`config.mk`:
```
export PLATFORM = sky130hd
export DESIGN_NAME = fp_mult_arbiter
export DESIGN_NICKNAME = d
export VERILOG_FILES = /design/src/rtl/fp_pkg.sv /design/src/rtl/rr_pick.sv /design/src/rtl/fp_mult_arbiter.sv
export SDC_FILE = /design/constraint.sdc
export NUM_CORES = 1
export LEC_CHECK = 0
export ABC_AREA = 1
export ABC_CLOCK_PERIOD_IN_PS = 2400
export BUFFER_PORTS_ARGS = -buffer_cell sky130_fd_sc_hd__buf_4
export CORE_AREA = 2 2 158 160
export CTS_CLUSTER_DIAMETER = 80
export CTS_CLUSTER_SIZE = 30
export DETAILED_ROUTE_END_ITERATION = 7
export DIE_AREA = 0 0 160 162
export PLACE_DENSITY_LB_ADDON = 0.3
export SYNTH_ARGS = -nofsm -noshare
export SYNTH_HDL_FRONTEND = slang
export SYNTH_SLANG_ARGS = --single-unit
```
`constraint.sdc`:
```
create_clock -name clk -period 2.4 [get_ports clk]
set_input_delay 0.12 -clock clk [delete_from_list [all_inputs] [get_ports clk]]
set_output_delay 0.12 -clock clk [all_outputs]
set_load 0.01 [all_outputs]
```
`src/rtl/fp_pkg.sv`:
```
// Shared definitions for the floating-point multiplier arbiter: widths, common
// IEEE-754 constants and the arbiter state encoding.
package fp_pkg;

    localparam int unsigned DATA_W = 32;

    // Single-precision constants used by the function datapaths sharing the multiplier.
    localparam logic [31:0] FP_HALF   = 32'h3F00_0000;
    localparam logic [31:0] FP_ONE    = 32'h3F80_0000;
    localparam logic [31:0] FP_128    = 32'h4300_0000;
    localparam logic [31:0] FP_INV128 = 32'h3C00_0000;

    typedef enum logic [1:0] {
        StIdle = 2'd0,
        StBusy = 2'd1,
        StDone = 2'd2
    } state_e;

    // Round-robin successor of a grant index, wrapping at n requesters.
    function automatic logic [2:0] rr_next(input logic [2:0] id, input int unsigned n);
        if (32'(id) + 32'd1 >= n) begin
            return 3'd0;
        end
        return id + 3'd1;
    endfunction

endpackage

```
`src/rtl/rr_pick.sv`:
```
// Combinational round-robin picker: first set request at or after the pointer,
// wrapping modulo NUM_REQ.
module rr_pick #(
    parameter int unsigned NUM_REQ = 4
) (
    input  logic [NUM_REQ-1:0] req_i,
    input  logic [2:0]         ptr_i,
    output logic               valid_o,
    output logic [2:0]         winner_o
);

    localparam int unsigned IdxW = (NUM_REQ > 1) ? $clog2(NUM_REQ) : 1;

    logic [IdxW-1:0] idx;

    always_comb begin
        valid_o  = 1'b0;
        winner_o = 3'd0;
        idx      = '0;
        for (int unsigned k = 0; k < NUM_REQ; k++) begin
            idx = IdxW'((32'(ptr_i) + k) % NUM_REQ);
            // The first hit in search order wins; later hits are ignored.
            if (!valid_o && req_i[idx]) begin
                valid_o  = 1'b1;
                winner_o = 3'(idx);
            end
        end
    end

endmodule

```
`src/rtl/fp_mult_arbiter.sv`:
```
// Shares one handshake-driven floating-point multiplier among NUM_REQ requesters
// with round-robin arbitration, operand latching and a watchdog abort.
module fp_mult_arbiter
    import fp_pkg::*;
#(
    parameter int unsigned NUM_REQ = 4,
    parameter int unsigned DATA_W  = fp_pkg::DATA_W,
    parameter int unsigned TIMEOUT = 64
) (
    input  logic                      clk,
    input  logic                      reset_n,
    input  logic [NUM_REQ-1:0]        req,
    input  logic [NUM_REQ*DATA_W-1:0] req_dataa,
    input  logic [NUM_REQ*DATA_W-1:0] req_datab,
    output logic [NUM_REQ-1:0]        resp_done,
    output logic [NUM_REQ-1:0]        resp_err,
    output logic [DATA_W-1:0]         resp_result,
    output logic                      busy,
    output logic [2:0]                grant_id,
    output logic [DATA_W-1:0]         mult_dataa,
    output logic [DATA_W-1:0]         mult_datab,
    output logic                      mult_enable,
    input  logic [DATA_W-1:0]         mult_result,
    input  logic                      mult_done
);

    localparam int unsigned CntW = (TIMEOUT > 1) ? $clog2(TIMEOUT) : 1;
    localparam logic [CntW-1:0] CntLast = CntW'((TIMEOUT > 0) ? TIMEOUT - 1 : 0);
    localparam logic [NUM_REQ-1:0] OneHot0 = NUM_REQ'(1);

    state_e              state_q, state_d;
    logic [2:0]          ptr_q, ptr_d;
    logic [2:0]          grant_q, grant_d;
    logic [CntW-1:0]     cnt_q, cnt_d;
    logic [DATA_W-1:0]   a_q, a_d;
    logic [DATA_W-1:0]   b_q, b_d;
    logic                en_q, en_d;
    logic [NUM_REQ-1:0]  done_q, done_d;
    logic [NUM_REQ-1:0]  err_q, err_d;
    logic [DATA_W-1:0]   result_q, result_d;

    logic                pick_valid;
    logic [2:0]          pick_id;
    logic [DATA_W-1:0]   pick_a, pick_b;

    rr_pick #(
        .NUM_REQ (NUM_REQ)
    ) u_rr_pick (
        .req_i    (req),
        .ptr_i    (ptr_q),
        .valid_o  (pick_valid),
        .winner_o (pick_id)
    );

    // Operand mux over the packed request buses.
    always_comb begin
        pick_a = '0;
        pick_b = '0;
        for (int unsigned i = 0; i < NUM_REQ; i++) begin
            if (pick_id == 3'(i)) begin
                pick_a = req_dataa[i*DATA_W +: DATA_W];
                pick_b = req_datab[i*DATA_W +: DATA_W];
            end
        end
    end

    always_comb begin
        state_d  = state_q;
        ptr_d    = ptr_q;
        grant_d  = grant_q;
        cnt_d    = cnt_q;
        a_d      = a_q;
        b_d      = b_q;
        en_d     = en_q;
        result_d = result_q;
        done_d   = '0;
        err_d    = '0;

        unique case (state_q)
            StIdle: begin
                // mult_done is deliberately not looked at here: any level seen now is stale.
                if (pick_valid) begin
                    grant_d = pick_id;
                    a_d     = pick_a;
                    b_d     = pick_b;
                    cnt_d   = '0;
                    en_d    = 1'b1;
                    state_d = StBusy;
                end
            end
            StBusy: begin
                cnt_d = cnt_q + CntW'(1);
                if (mult_done) begin
                    result_d = mult_result;
                    done_d   = OneHot0 << grant_q;
                    en_d     = 1'b0;
                    state_d  = StDone;
                end else if (TIMEOUT != 0 && cnt_q == CntLast) begin
                    err_d   = OneHot0 << grant_q;
                    en_d    = 1'b0;
                    state_d = StDone;
                end
            end
            StDone: begin
                ptr_d   = rr_next(grant_q, NUM_REQ);
                state_d = StIdle;
            end
            default: begin
                en_d    = 1'b0;
                state_d = StIdle;
            end
        endcase
    end

    always_ff @(posedge clk or negedge reset_n) begin
        if (!reset_n) begin
            state_q  <= StIdle;
            ptr_q    <= 3'd0;
            grant_q  <= 3'd0;
            cnt_q    <= '0;
            a_q      <= '0;
            b_q      <= '0;
            en_q     <= 1'b0;
            done_q   <= '0;
            err_q    <= '0;
            result_q <= '0;
        end else begin
            state_q  <= state_d;
            ptr_q    <= ptr_d;
            grant_q  <= grant_d;
            cnt_q    <= cnt_d;
            a_q      <= a_d;
            b_q      <= b_d;
            en_q     <= en_d;
            done_q   <= done_d;
            err_q    <= err_d;
            result_q <= result_d;
        end
    end

    assign resp_done   = done_q;
    assign resp_err    = err_q;
    assign resp_result = result_q;
    assign busy        = (state_q != StIdle);
    assign grant_id    = grant_q;
    assign mult_dataa  = a_q;
    assign mult_datab  = b_q;
    assign mult_enable = en_q;

endmodule

```
==> results by group <==
STA
  • Final TNS setup: 0 ns
  • Final count of pins violating max slew: 0
  • RSZ-0062 raised after global routing: yes
  • Post-route minimum period: 2.32 ns
  • Final period utilization: 96.5%
  • Final Hold Fails: 0
  • Worst slew pin tran: 1.12 ns
  • Hold Slack: 0.0173 ns
  • Final setup fails: 0
  • Worst Clk Skew: 0.0125 ns
  • Highest Clock Rate: 0.432 GHz
  • Worst slew margin: 25.4%

Global routing
  • Initial antenna violation count: 2
  • Number of global-route vias before repair: 8462
  • Largest net degree at the start of global routing: 118
  • Global-route wire length before repair: 44400 µm
  • GRT overflow: 0
  • GRT Total Usage: 21.8%

Synth
  • #FFs+latches synth: 117
  • Mean Syn Cell Area: 6.62 µm²
  • Seq/Total Area, Yosys: 38.9%
  • Synth Flop Type: dfrtp_1
  • Mapped cell area: 7530 µm²
  • Post-synth EDFFs: 0
  • Distinct cell type count after synthesis: 29
  • Mapped Cells: 1138
  • Asr flop ratio synth: 100%
  • Synth Warn #: 0
  • Post-Syn Nets: 1438

Power and ir drop
  • Post-layout power: 20.6 mW
  • Leakage: 7.13 nW
  • Pwr per Cell Area: 1680 nW/µm²
  • Max IR drop VDD: 1.04 mV

Final layout
  • Most frequent cells in the layout: nand2_1, buf_4, inv_1
  • Area grow syn2layout: 63.1%
  • Multi-input logic area: 3560 µm²
  • Layout cells sized above 1: 33.3%
  • Layout filler cell count: 2366
  • FF/Latch Area: 2930 µm²
  • Layout Utilization: 51.0%
  • Nets@finish: 1890
  • Most common cell after layout, fill and taps aside: nand2_1

CTS
  • Clk root buf: clkbuf_16
  • Worst skew pair latency: 0.42 ns
  • # clock sinks: 117
  • Worst-case clock buffer depth: 2
  • CTS tree: built
  • H-tree levels: 4
  • TritonCTS Buffers: 17
  • Worst-path clk slew: 0.07 ns

Route
  • Vias after detailed routing: 8759
  • ANT nets after route: 0
  • WL/cell: 16.2 µm
  • DRC Markers: 0
  • Via/cell ratio: 4.54
  • Initial DRC Count: 475
  • Routed WL: 31200 µm
  • DRT Pass-1 Iters: 5

Critical path
  • CP Data Arrival Time: 2.67 ns
  • Crit Path Class: flop to flop
  • Worst Path Max Fanout: 10
  • Worst Setup End Kind: flop
  • Crit start category: flop
  • CP required: 2.76 ns

Floorplanning
  • IO Count: 404
  • Chip width: 160 µm
  • Rows: 57
  • Initial core utilization: 31.2%
  • CORE AREA: 24100 µm²
  • Die area: 25900 µm²
  • Die Span Y: 162 µm

Placement
  • DP HPWL: 21000 µm
  • Port buffer count: 402
  • GP Congestion: 0.905

Job
  • Max-cap violation count: 0

Hold path
  • Worst Hold Class: primary input to flop

Outcome
  • Outcome: finished clean
cell families (layout without fill, tap and decap cells):
kind of cell / after synthesis / in the layout / synth area share, %
muxes: 32 / 32 / 4.78
adders and majority gates: 5 / 5 / 0.831
other: 1 / 3 / 0.0498
DFF: 117 / 117 / 38.9
buffers and inverters: 256 / 719 / 14.8
AOI/OAI and AO/OA: 58 / 58 / 3.99
and+or+nand+nor: 669 / 671 / 36.7
synthesized netlist by cell type (2+ instances only):
library cell  number  area, µm²
a21oi_1            4       20.0
buf_1              3       11.3
buf_2             22        110
buf_4              5       37.5
buf_6             14        158
clkbuf_1          14       52.6
dfrtp_1          117       2930
ha_1               5       62.6
inv_1            192        721
inv_2              5       18.8
mux2_2            32        360
nand2_1          501       1880
nand2_2            5       31.3
nand2_4            2       22.5
nand3_1          132        661
nor2_1            19       71.3
nor2_4             2       22.5
nor3_1             5       25.0
o21ai_0           47        235
o21ai_1            3       15.0
final cells by class:
class	instances	share of cell area (%)
Multi-Input combinational cell	767	29.0
Tap cell	324	3.30
Antenna cell	2	0.0407
Inverter	198	6.13
Clock buffer	18	3.58
Timing Repair Buffer	489	33.1
Clock inverter	14	1.03
Sequential cell	117	23.9
power by group:
group,internal (mW),switching [mW]
Sequential,2.95,0.559
Clock,1.46,1.00
Combinational,5.91,8.70
metal layers:
layer  routed length, µm  GRT usage, %
met5                   0             0
met4                 620          7.37
met3                2680          6.61
met2               15800          39.2
met1               12200          24.8
worst paths after layout:
| path | startpoint | depth (start not counted) | slack, ns | end |
|---|---|---|---|---|
| setup / recovery | ptr_q[0]$_DFFE_PN0P_ | 17 | 0.08 | mult_datab[25]$_DFFE_PN0P_ |
| hold / removal | req_datab[4] | 5 | 0.02 | mult_datab[4]$_DFFE_PN0P_ |
| setup reg to reg | ptr_q[0]$_DFFE_PN0P_ | 17 | 0.08 | mult_datab[25]$_DFFE_PN0P_ |
| hold reg to reg | state_q[0]$_DFFE_PN0P_ | 1 | 0.48 | mult_enable$_DFFE_PN0P_ |
| max in group asynchronous | reset_n | 2 | 1.18 | ptr_q[1]$_DFFE_PN0P_ |
| min in group asynchronous | reset_n | 2 | 0.47 | mult_dataa[24]$_DFFE_PN0P_ |
sequential cells by signal, indices dropped and copies added (netlist names):
register     flops
mult_enable      1
mult_dataa      32
cnt_q            6
grant_id         2
ptr_q            2
resp_done        4
state_q          2
mult_datab      32
resp_result     32
resp_err         4
worst max-delay path: stages (launching register included):
cell	delay [ns]
dfrtp_2	0.45
buf_4	0.16
nand2_1	0.08
nand2_2	0.06
nand2_1	0.07
nand2_2	0.07
nor2_4	0.20
nand3_2	0.12
nand2_4	0.10
nand2_8	0.08
buf_8	0.15
nor2_4	0.12
buf_12	0.15
buf_6	0.19
nand2_1	0.08
nand3_1	0.09
nand2_1	0.05
nand2_1	0.04
timing repair:
| action | in CTS | in global routing |
|---|---|---|
| setup buffers | 0 | 7 |
| endpoints found under the setup margin | 47 | 65 |
| pin swaps | 1 | 10 |
| hold buffers | 50 | 0 |
| cloned | 0 | 9 |
| hold endpoints to repair | 161 | 0 |
| gates resized for setup | 1 | 31 |
metrics by stage:
step | cell area, µm² | setup WS (ns) | cells
finish | 12300 | 0.0848 | 1929
global placement | 10800 | -0.00637 | 1829
detailed placement | 10800 | -0.0480 | 1829
CTS | 11900 | -0.00572 | 1911
floorplan | 7530 | 0.403 | 1138
global route | 12300 | -0.0611 | 1929
Note: power is estimated with default switching activity, not from simulation.
